`config.mk`:
```
export PLATFORM = sky130hd
export DESIGN_NAME = seven_segment_mux
export DESIGN_NICKNAME = d
export VERILOG_FILES = /design/src/rtl/seven_segment_pkg.sv /design/src/rtl/seg7_hex_decode.sv /design/src/rtl/seven_segment_mux.sv
export SDC_FILE = /design/constraint.sdc
export NUM_CORES = 1
export LEC_CHECK = 0
export CAP_MARGIN = 20
export CELL_PAD_IN_SITES_DETAIL_PLACEMENT = 0
export CELL_PAD_IN_SITES_GLOBAL_PLACEMENT = 1
export CORE_MARGIN = 4
export CORE_UTILIZATION = 35
export CTS_CLUSTER_DIAMETER = 80
export DETAILED_ROUTE_END_ITERATION = 12
export PLACE_DENSITY_LB_ADDON = 0.25
export SLEW_MARGIN = 10
export SYNTH_ARGS = -nofsm -noshare
export SYNTH_HDL_FRONTEND = slang
export SYNTH_SLANG_ARGS = --single-unit
```
`constraint.sdc`:
```
create_clock -name clk -period 5.9 [get_ports clk]
set_clock_uncertainty 0.05 [all_clocks]
set_input_delay 0.59 -clock clk [delete_from_list [all_inputs] [get_ports clk]]
set_output_delay 0.59 -clock clk [all_outputs]
set_load 0.01 [all_outputs]
```
`src/rtl/seven_segment_pkg.sv`:
```
// Shared constants and hex-to-segment decode for the seven-segment display driver.
// Segment encoding is active-low, bit 0 = A through bit 6 = G.
package seven_segment_pkg;

  localparam logic [6:0] SEG_OFF = 7'h7F;

  // Entry 15 (F) first down to entry 0
  localparam logic [15:0][6:0] SEG_TABLE = {
    7'h0E, 7'h06, 7'h21, 7'h46, 7'h03, 7'h08, 7'h10, 7'h00,
    7'h78, 7'h02, 7'h12, 7'h19, 7'h30, 7'h24, 7'h79, 7'h40
  };

  function automatic logic [6:0] seg_decode(input logic [3:0] nibble);
    return SEG_TABLE[nibble];
  endfunction

endpackage

```
`src/rtl/seg7_hex_decode.sv`:
```
// Combinational hex nibble to active-low seven-segment pattern.
module seg7_hex_decode
  import seven_segment_pkg::*;
(
  input  logic [3:0] nibble_i,
  output logic [6:0] seg_o
);

  assign seg_o = seg_decode(nibble_i);

endmodule

```
`src/rtl/seven_segment_mux.sv`:
```
// Time-multiplexed, double-buffered driver for a common-anode hex display.
// Optional leading-zero blanking when SEVEN_SEGMENT_MUX_LZB_EN is defined.
module seven_segment_mux
  import seven_segment_pkg::*;
#(
  parameter int NUM_DIGITS    = 4,
  parameter int REFRESH_COUNT = 100000
) (
  input  logic                    clk,
  input  logic                    reset,
  input  logic [4*NUM_DIGITS-1:0] data_in,
  input  logic [NUM_DIGITS-1:0]   dp_in,
  input  logic [NUM_DIGITS-1:0]   blank_in,
  input  logic                    load,
  output logic [6:0]              segment,
  output logic                    dp,
  output logic [NUM_DIGITS-1:0]   anode,
  output logic                    frame_done
);

  localparam int IDX_W = (NUM_DIGITS > 1) ? $clog2(NUM_DIGITS) : 1;
  localparam int CNT_W = $clog2(REFRESH_COUNT);
  localparam logic [CNT_W-1:0] CNT_LAST = CNT_W'(REFRESH_COUNT - 1);
  localparam logic [IDX_W-1:0] IDX_LAST = IDX_W'(NUM_DIGITS - 1);

  logic [CNT_W-1:0]        cnt_q, cnt_d;
  logic [IDX_W-1:0]        idx_q, idx_d;
  logic                    pending_q, pending_d;
  logic [4*NUM_DIGITS-1:0] sh_data_q, sh_data_d, act_data_q, act_data_d;
  logic [NUM_DIGITS-1:0]   sh_dp_q, sh_dp_d, act_dp_q, act_dp_d;
  logic [NUM_DIGITS-1:0]   sh_blank_q, sh_blank_d, act_blank_q, act_blank_d;
  logic [NUM_DIGITS-1:0]   anode_q, anode_d;
  logic [6:0]              seg_q, seg_d;
  logic                    dp_q, dp_d;

  logic                    slot_end, frame_end;
  logic [NUM_DIGITS-1:0]   blank_eff;
  logic [3:0]              cur_nib;
  logic                    cur_blank, cur_dp;
  logic [6:0]              dec_seg;

  assign slot_end  = (cnt_q == CNT_LAST);
  assign frame_end = slot_end && (idx_q == IDX_LAST);

  always_comb begin
    cnt_d       = slot_end ? '0 : cnt_q + 1'b1;
    idx_d       = idx_q;
    pending_d   = pending_q;
    sh_data_d   = sh_data_q;
    sh_dp_d     = sh_dp_q;
    sh_blank_d  = sh_blank_q;
    act_data_d  = act_data_q;
    act_dp_d    = act_dp_q;
    act_blank_d = act_blank_q;

    if (slot_end) begin
      idx_d = (idx_q == IDX_LAST) ? '0 : idx_q + 1'b1;
    end

    if (load) begin
      sh_data_d  = data_in;
      sh_dp_d    = dp_in;
      sh_blank_d = blank_in;
      pending_d  = 1'b1;
    end

    // A load landing on the frame boundary bypasses the shadow stage
    if (frame_end) begin
      pending_d = 1'b0;
      if (load) begin
        act_data_d  = data_in;
        act_dp_d    = dp_in;
        act_blank_d = blank_in;
      end else if (pending_q) begin
        act_data_d  = sh_data_q;
        act_dp_d    = sh_dp_q;
        act_blank_d = sh_blank_q;
      end
    end
  end

  always_comb begin
    blank_eff = act_blank_q;
`ifdef SEVEN_SEGMENT_MUX_LZB_EN
    for (int k = 1; k < NUM_DIGITS; k++) begin
      if ((act_data_q >> (4 * k)) == '0) blank_eff[k] = 1'b1;
    end
`endif
  end

  always_comb begin
    cur_nib   = '0;
    cur_blank = 1'b0;
    cur_dp    = 1'b0;
    for (int k = 0; k < NUM_DIGITS; k++) begin
      if (idx_q == IDX_W'(k)) begin
        cur_nib   = act_data_q[4*k +: 4];
        cur_blank = blank_eff[k];
        cur_dp    = act_dp_q[k];
      end
    end
  end

  seg7_hex_decode u_decode (
    .nibble_i (cur_nib),
    .seg_o    (dec_seg)
  );

  always_comb begin
    anode_d = '1;
    for (int k = 0; k < NUM_DIGITS; k++) begin
      if (idx_q == IDX_W'(k) && !cur_blank) anode_d[k] = 1'b0;
    end
    seg_d = cur_blank ? SEG_OFF : dec_seg;
    dp_d  = ~(cur_dp & ~cur_blank);
  end

  always_ff @(posedge clk or posedge reset) begin
    if (reset) begin
      cnt_q       <= '0;
      idx_q       <= '0;
      pending_q   <= 1'b0;
      sh_data_q   <= '0;
      sh_dp_q     <= '0;
      sh_blank_q  <= '0;
      act_data_q  <= '0;
      act_dp_q    <= '0;
      act_blank_q <= '0;
      anode_q     <= '1;
      seg_q       <= SEG_OFF;
      dp_q        <= 1'b1;
    end else begin
      cnt_q       <= cnt_d;
      idx_q       <= idx_d;
      pending_q   <= pending_d;
      sh_data_q   <= sh_data_d;
      sh_dp_q     <= sh_dp_d;
      sh_blank_q  <= sh_blank_d;
      act_data_q  <= act_data_d;
      act_dp_q    <= act_dp_d;
      act_blank_q <= act_blank_d;
      anode_q     <= anode_d;
      seg_q       <= seg_d;
      dp_q        <= dp_d;
    end
  end

  assign anode      = anode_q;
  assign segment    = seg_q;
  assign dp         = dp_q;
  assign frame_done = frame_end;

endmodule
```
**Word-level counts from Yosys, hierarchy flattened**

Memories as Yosys holds them, arrays and structs flattened.
Cells that the tools add are included.

- Bitwise logic cells: 3
- Multiplexer cells: 28
- Magnitude comparators: 1
- Equality and inequality tests: 4
- Add/subtract/negate cells: 2
- Reductions and logical operators: 10

Operators by type and width:

| kind | number |
|---|---|
| 16-bit two-way mux | 2 |
| 4-bit two-way mux | 8 |
| 17-bit by 1-bit adder with 17-bit output (second input constant) | 1 |
| 17-bit equality test (second input constant) | 1 |
| 17-bit two-way mux | 1 |
| 1-bit two-way mux | 14 |
| 7-bit two-way mux | 2 |
| 1-bit logical AND | 5 |
| 4-bit by 5-bit < comparator with 1-bit output (second input constant) | 1 |
| 2-bit equality test (second input constant) | 2 |
| 2-bit nonzero test | 2 |
| 2-bit by 1-bit adder with 2-bit output (second input constant) | 1 |
| 2-bit by 1-bit equality test with 1-bit output (second input constant) | 1 |
| 2-bit zero test | 1 |
| 2-bit two-way mux | 1 |
| 1-bit inverter | 2 |
| 2-bit AND reduction | 1 |
| 1-bit AND | 1 |
| 1-bit zero test | 1 |

- Register bits: 80
- Bits in read-only memories: 112
- Word-level logic and storage cells: 61
- Output and inout bits: 13
- Memories: 1
- Bits of input ports: 27

Memories:

| memory | depth | width | read ports | clocked after Yosys merged registers in | wr ports | RTL line | source |
|---|---|---|---|---|---|---|---|
| (name not given) | 16 | 7 | 1 | 0 | 0 | seven_segment_pkg.sv:14 | `return SEG_TABLE[nibble];` |

**Depth between registers and ports, before layout**

Gate-level depths: netlist of run 1.

- Depth after elaboration: 8
- Depth in mapped cells: 11

**Modules after synthesis**

From an unflattened synthesis of run 1, not the netlist that was laid out.

- Cell total of the unflattened synthesis: 292
- Area, all modules: 3727.3 um^2

Modules (own cells, without submodules):

| module | sequential area each (um^2) | cells an instance | area an instance (um^2) | instances |
|---|---|---|---|---|
| seven_segment_mux | 2016.9 | 261 | 3465.8 | 1 |
| seg7_hex_decode | 0.0 | 31 | 261.5 | 1 |

**Least setup slack after synthesis of run 1**

OpenSTA, ideal clock, no wires.

- Kind: reg-to-reg
- From: reg idx_q[1]
- To: reg seg_q[3] (netlist: segment[3])
- Cell stages (with the launch flop): 10
- Path slack: 3.604 ns
- Data arrival time: 2.163 ns
- Path buffers: 1
- Period minus slack after synthesis: 2.296 ns
- Cells stage by stage: dfrtp_1 > inv_1 > ha_1 > clkbuf_1 > nand3b_1 > a31oi_1 > inv_1 > ha_1 > o2111a_1 > a41oi_1

- Cells in the longest elaborated chain, start to end: 8
- Elaborated cells on any way between the ends: 15
- Classes of those cells: 3 x eq/ne; 10 x mux; 1 x reduce/logical; 1 x memory

RTL lines:

| item | RTL line | source |
|---|---|---|
| start, declared | seven_segment_mux.sv:27 | `logic [IDX_W-1:0] idx_q, idx_d;` |
| start signal, assigned | seven_segment_mux.sv:134 | `idx_q <= idx_d;` |
| 2-bit zero test | seven_segment_mux.sv:96 | `if (idx_q == IDX_W'(k)) begin` |
| 4-bit two-way mux (4 in a row) | seven_segment_mux.sv:96 |  |
| memory 16 x 7 bit | - |  |
| 7-bit two-way mux (not written as such) | seven_segment_pkg.sv:14 |  |
| 7-bit two-way mux (*) | seven_segment_mux.sv:114 | `seg_d = cur_blank ? SEG_OFF : dec_seg;` |
| via seg_d[3] | seven_segment_mux.sv:33 | `logic [6:0] seg_q, seg_d;` |
| end signal, assigned | seven_segment_mux.sv:143 | `seg_q <= seg_d;` |
| end, declared | seven_segment_mux.sv:33 |  |

The timed path passes the listed nets; every way through them passes the cells marked *. The select of a mux whose other input is x is not followed.
A chain may end at the register's enable or synchronous reset.

**Final worst setup path of run 1**

- From: reg cnt_q[12]
- To: out frame_done

- Cells in the longest elaborated chain, start to end: 2

RTL lines:

| item | RTL line | source |
|---|---|---|
| start, declared | seven_segment_mux.sv:26 | `logic [CNT_W-1:0] cnt_q, cnt_d;` |
| start signal, assigned | seven_segment_mux.sv:133 | `cnt_q <= cnt_d;` |
| 17-bit equality test | seven_segment_mux.sv:42 | `assign slot_end = (cnt_q == CNT_LAST);` |
| 1-bit logical AND | seven_segment_mux.sv:43 | `assign frame_end = slot_end && (idx_q == IDX_LAST);` |
| end, declared | seven_segment_mux.sv:18 | `output logic frame_done` |

No other way between the ends.

==> results of run 1 <==
[layout by cell type (no fill, tap or decap), types with 2 or more instances in the layout]
cell type / n
clkdlybuf4s50_1: 39
dfstp_2: 12
o211a_1: 2
nand3_1: 6
clkbuf_8: 10
mux2_4: 20
xnor2_1: 7
nand4_1: 5
nand2_1: 28
clkinvlp_4: 2
nor4b_1: 2
xor2_1: 7
and2_1: 2
o22ai_1: 2
a21oi_1: 6
o211ai_1: 2
mux2_2: 28
mux2i_1: 2
o21ai_0: 6
nor3_1: 3
nor2_1: 18
and3_1: 2
clkinv_2: 2
buf_4: 2
nand3b_1: 3
nand2b_1: 3
inv_1: 8
ha_1: 11
dfrtp_1: 68
o221ai_1: 5
[registers in the layout, summed over array words and instances, names as in the netlist, 2 cells and up]
name / count
anode: 4
segment: 7
sh_blank_q: 4
act_dp_q: 4
act_blank_q: 4
sh_dp_q: 4
sh_data_q: 16
cnt_q: 17
idx_q: 2
act_data_q: 16
[kinds of logic after synthesis]
| logic type | share of synthesized area |
|---|---|
| AO/OA/AOI/OAI | 0.05997 |
| AND/OR/NAND/NOR | 0.1057 |
| XOR/XNOR | 0.03397 |
| buffers and inverters | 0.02738 |
| adder cells (fa/ha/maj) | 0.03813 |
| flip-flops | 0.5588 |
| multiplexers | 0.1761 |
[stage by stage]
step | hold WS [ns] | setup WS, ns
detailed placement | 0.4326 | 2.736
finish | 0.4461 | 2.343
floorplan | 0.4012 | 3.228
global route | 0.4623 | 2.152
CTS | 0.4484 | 2.334
global placement | 0.4280 | 2.794
[worst max path at each step]
stage,cells after the start,start,endpoint
after floorplan,1,reset,act_blank_q[0]
after global placement,5,cnt_q[12],frame_done
after detailed placement,5,cnt_q[12],frame_done
after CTS,5,cnt_q[12],frame_done
after global routing,5,cnt_q[13],frame_done
final,5,cnt_q[12],frame_done
[worst reg2reg max path, cell delays in order, from the launching register on]
cell and delay (ns):
dfrtp_1 0.41, or4b_1 0.53, nor4b_1 0.30, and3_1 0.54, nand3b_4 0.50, mux2_4 0.47
[layer usage]
layer	GRT usage	up-vias
met5	0	-
li1	-	1073
met4	0.03206	0
met1	0.1742	1092
met2	0.1722	41
met3	0.03876	7
[final cells by class]
| cell class | instances | area [sq um] | area share |
|---|---|---|---|
| sequential | 80 | 2017 | 0.4647 |
| multi-input combinational | 183 | 1494 | 0.3442 |
| timing repair buffer | 42 | 432.9 | 0.09974 |
| tap | 133 | 166.4 | 0.03834 |
| clock buffer | 10 | 137.6 | 0.03171 |
| clock inverter | 6 | 58.81 | 0.01355 |
| inverter | 9 | 33.78 | 0.007783 |
[cells in the mapped netlist, drive strengths merged, types with 2 or more instances]
cell	instances	area share
clkbuf	6	0.0062
nand2b	3	0.0052
nor2	18	0.019
nor3	3	0.0042
nor4b	2	0.0049
xor2	7	0.017
nand2	28	0.029
a21oi	6	0.0083
inv	9	0.0094
mux2	48	0.17
o211ai	2	0.0042
dfrtp	68	0.47
xnor2	7	0.017
ha	11	0.038
mux2i	2	0.0055
o21ai	6	0.0083
nand3	6	0.0083
and3	2	0.0035
o22ai	2	0.0035
o211a	2	0.0055
and2	2	0.0035
nand4	5	0.0087
o221ai	5	0.012
buf	6	0.012
dfstp	12	0.087
nand3b	4	0.012
[report_power, final]
part           internal [mW]  switching, mW  leakage, nW
Combinational         0.0331         0.0250        0.870
Sequential             0.564        0.00351         1.00
Clock                  0.204          0.197       0.0957
==> impl_metrics.toml, run 1 <==
[die]
dieArea_sq_um = 12000
die_w_um = 109.6
rows = 36
initial_core_util = 0.3643
chipHeight_um = 109.6
io_pins = 40
core_area_sq_um = 9910

[timing]
fmax_mhz = 281.2
worst_pin_slew_ns = 0.9759
slew_viol_final = 0
setup_tns_ns = 0
relSlewSlack = 0.3494
finalSetupViolations = 0
layout_min_cycle_time_ns = 3.557
fin_crit_sh = 0.6028
rsz0062_at_grt = "no"
hold_viol = 0

[critical_path]
worstSetupPathType = "register to primary output"
path_cells = "or4b_1 > nor4b_1 > and3_1 > and2_1 > clkdlybuf4s50_1"
r2r_end = "act_data_q[2]"
end_kind = "primary output"
crit_buf_inv = 1
slowest_stage = "clkdlybuf4s50_1"
ff2ff_setup_slack_ns = 2.98
cp_max_fo = 15
critPathLaunchType = "register"
reg2reg_from = "cnt_q[12]"
r2r_cells = 5
critPathMaxStageDelay_ns = 0.55
required_ns = 5.26
arrival_ns = 2.92
critPathTopFamily = "simple AND/OR/NAND/NOR gates"

[detailed_routing]
post_drt_wl_per_cell_um = 14.33
vias = 2213
wirelength_um = 6634
first_iter_violations = 44
wl_met1_um = 3391
wl_met2_um = 2875
drc_errors = 0
met3WireLength_um = 294
antenna_left = 0
dr.pass1.iters = 4
highest_layer = "met4"
vias_per_cell = 4.780

[clock_tree]
cts_resized = 0
postCtsSetupBuffers = 0
numCtsBuffers = 9
cts_hold_buf = 0
clockBufferDepth = 2
cts_tree = "yes"
path_clk_slew_ns = 0.08
numClockSinks = 80
htreeDepth = 3
cts-root-buf = "clkbuf_8"
clock_latency_ns = 0.35

[synth]
syn_inst = 284
syn_nets = 322
synthArstFlopShare = 1.000
synth-main-ff-cell = "dfrtp_1"
avgSynthCellArea_sq_um = 12.71
synth_enable_flop_cells = 0
ys_seq_area_frac = 0.5588
synth-seq-cells = 80
synth_cell_types = 43
yosysWarnings = 0
netlist_area_sq_um = 3610

[min_path]
hp-class = "register to register"
worstHoldStart = "cnt_q[4]"
hold_depth = 1
hold_end = "cnt_q[4]"

[layout]
final_core_util = 0.4380
insertedDiodeCount = 0
final_area_sq_um = 4340
drive_gt1_frac = 0.2455
final_nets = 363
fillers = 938
area_growth_pct = 20.24
instances_no_fill = 463

[power_and_ir_drop]
p_leak_nw = 1.967
powerDensity_nw_per_um2 = 236.6
total_power_mw = 1.027
ir_drop_mv = 0.1917

[placement]
placed_cells = 446
place_congestion = 0.8157
place_area_sq_um = 4116
port_buffers = 39
dp_hpwl_um = 4542

[run]
cap_violations = 0

[global_route]
grt_usage = 0.1200
antenna_found_initial = 0
grt_pass1_vias = 2252
grt_first_pass_wirelength_um = 11140
grt_max_degree = 81
globalRouteOverflowTotal = 0

[outcome]
outcome = "finished, final reports clean"
No activity file was read; power rests on OpenSTA's default activity.
==> inputs of run 2 (changes only) <==
Clock period 5.9 ns to 2.96 ns, I/O delays scaled along.
==> run 2 against run 1 <==
- power increased by 100%
- first-iteration DRC count is 50% higher
- core utilization is 0.15 points higher
- non-clock buffer count up 4
- count of clock-buffer cells in the layout rose by 1
- critical path depth increased by 3
- critical path type is now register to register
==> impl_metrics.toml, run 2 (synthesis gave the netlist of run 1 again) <==
[timing]
setup_tns_ns = 0
fin_crit_sh = 0.8706
relSlewSlack = 0.6650
finalSetupViolations = 0
fin_hold_ws_ns = 0.3489
fmax_mhz = 388.0
hold_viol = 0
slew_viol_final = 0
worst_pin_slew_ns = 0.5025
layout_min_cycle_time_ns = 2.577
rsz0062_at_grt = "no"

[detailed_routing]
first_iter_violations = 66
vias = 2232
drc_errors = 0
post_drt_wl_per_cell_um = 14.34
dr.pass1.iters = 4
vias_per_cell = 4.779
antenna_left = 0
wirelength_um = 6698

[critical_path]
cp_max_fo = 13
end_kind = "register"
critPathLaunchType = "register"
arrival_ns = 2.79
required_ns = 3.17
worstSetupPathType = "register to register"

[clock_tree]
path_clk_slew_ns = 0.08
cts_tree = "yes"
numCtsBuffers = 9
clock_latency_ns = 0.35
numClockSinks = 80
htreeDepth = 3
cts-root-buf = "clkbuf_8"
clockBufferDepth = 2
cts_hold_buf = 0

[die]
dieArea_sq_um = 12000
die_w_um = 109.6
initial_core_util = 0.3643
io_pins = 40
rows = 36
core_area_sq_um = 9910
chipHeight_um = 109.6

[placement]
place_congestion = 0.8182
dp_hpwl_um = 4732
port_buffers = 39

[layout]
most-common-layout-cells = "dfrtp_1, clkdlybuf4s50_1, mux2_2, nand2_1, mux2_4"
largest_reg_flops = 17
insertedDiodeCount = 0
regArea_sq_um = 2017
drive_gt1_frac = 0.2575
layout_commonest_cell = "dfrtp_1"
regMostFlops = "cnt_q"
multi_input_area_sq_um = 1495
fillers = 963
final_nets = 367
area_growth_pct = 20.66
top_regs = "cnt_q: 17 flops, act_data_q: 16 flops, sh_data_q: 16 flops"

[global_route]
grt_first_pass_wirelength_um = 11240
grt_pass1_vias = 2273
antenna_found_initial = 0
grt_max_degree = 41
globalRouteOverflowTotal = 0
grt_usage = 0.1212

[outcome]
outcome = "finished, final reports clean"

[min_path]
hp-class = "input port to asynchronous set/reset pin"

[power_and_ir_drop]
p_leak_nw = 2.000
ir_drop_mv = 0.2546
total_power_mw = 2.049
powerDensity_nw_per_um2 = 470.4

[run]
cap_violations = 0
[run 2: area by class of cell]
cell class / count / share of cell area
Clock buffer: 11 / 0.03246
Clock inverter: 5 / 0.01293
Inverter: 9 / 0.007756
Multi-Input combinational cell: 183 / 0.3433
Sequential cell: 80 / 0.4631
Tap cell: 133 / 0.03821
Timing Repair Buffer: 46 / 0.1023
[run 2: final timing paths]
check	start	to	slack [ns]	cells after the start
max reg2reg	idx_q[1]	segment[3]	0.38	8
max in group asynchronous	reset	segment[3]	2.14	3
min in group clk	cnt_q[0]	cnt_q[0]	0.45	1
min reg2reg	cnt_q[0]	cnt_q[0]	0.45	1
max	idx_q[1]	segment[3]	0.38	8
min	reset	sh_dp_q[1]	0.35	3
[run 2: per-stage QoR]
step           cells  worst slack (ns)  utilization  cell area (sq um)
2_1_floorplan    284            0.5821            -               3610
3_3_place_gp     450            0.3600       0.4184               4146
3_5_place_dp     450            0.3666       0.4184               4146
4_1_cts          466           0.01267       0.4385               4345
5_1_grt          467            0.2365       0.4395               4355
6_report         467            0.3830       0.4395               4355
[run 2: worst max-delay path, cell delays in order (launching register included)]
cell and delay [ns]:
dfrtp_1 0.39, inv_1 0.08, ha_1 0.33, nand3b_1 0.23, a31oi_1 0.44, inv_1 0.19
ha_1 0.34, o2111a_1 0.26, a41oi_1 0.19
[run 2: routing by layer]
layer	track usage	wire length, um
met1	0.1701	3314
met2	0.1796	2966
met3	0.03230	309
met4	0.04541	108
met5	0	0
[run 2: report_power, final]
part / leakage, nW / internal (mW) / total (mW) / switching [mW]
sequential: 1.00 / 1.12 / 1.13 / 0.00744
clock: 0.0993 / 0.412 / 0.804 / 0.392
combinational: 0.900 / 0.0631 / 0.112 / 0.0492
total: 2.00 / 1.60 / 2.05 / 0.449
[run 2: timing repair]
| action | CTS | global route |
|---|---|---|
| resized for setup | 1 | 1 |
| pin swaps | 0 | 1 |
| setup endpoints to repair | 1 | 1 |
| setup buffers | 0 | 1 |
| hold endpoints to repair | 0 | 0 |
==> inputs of run 3 (changes only) <==
Settings changed: CAP_MARGIN 20 to 30.
==> results of run 3 <==
Same layout as run 2: the final DEF is identical, and so are final timing and power.
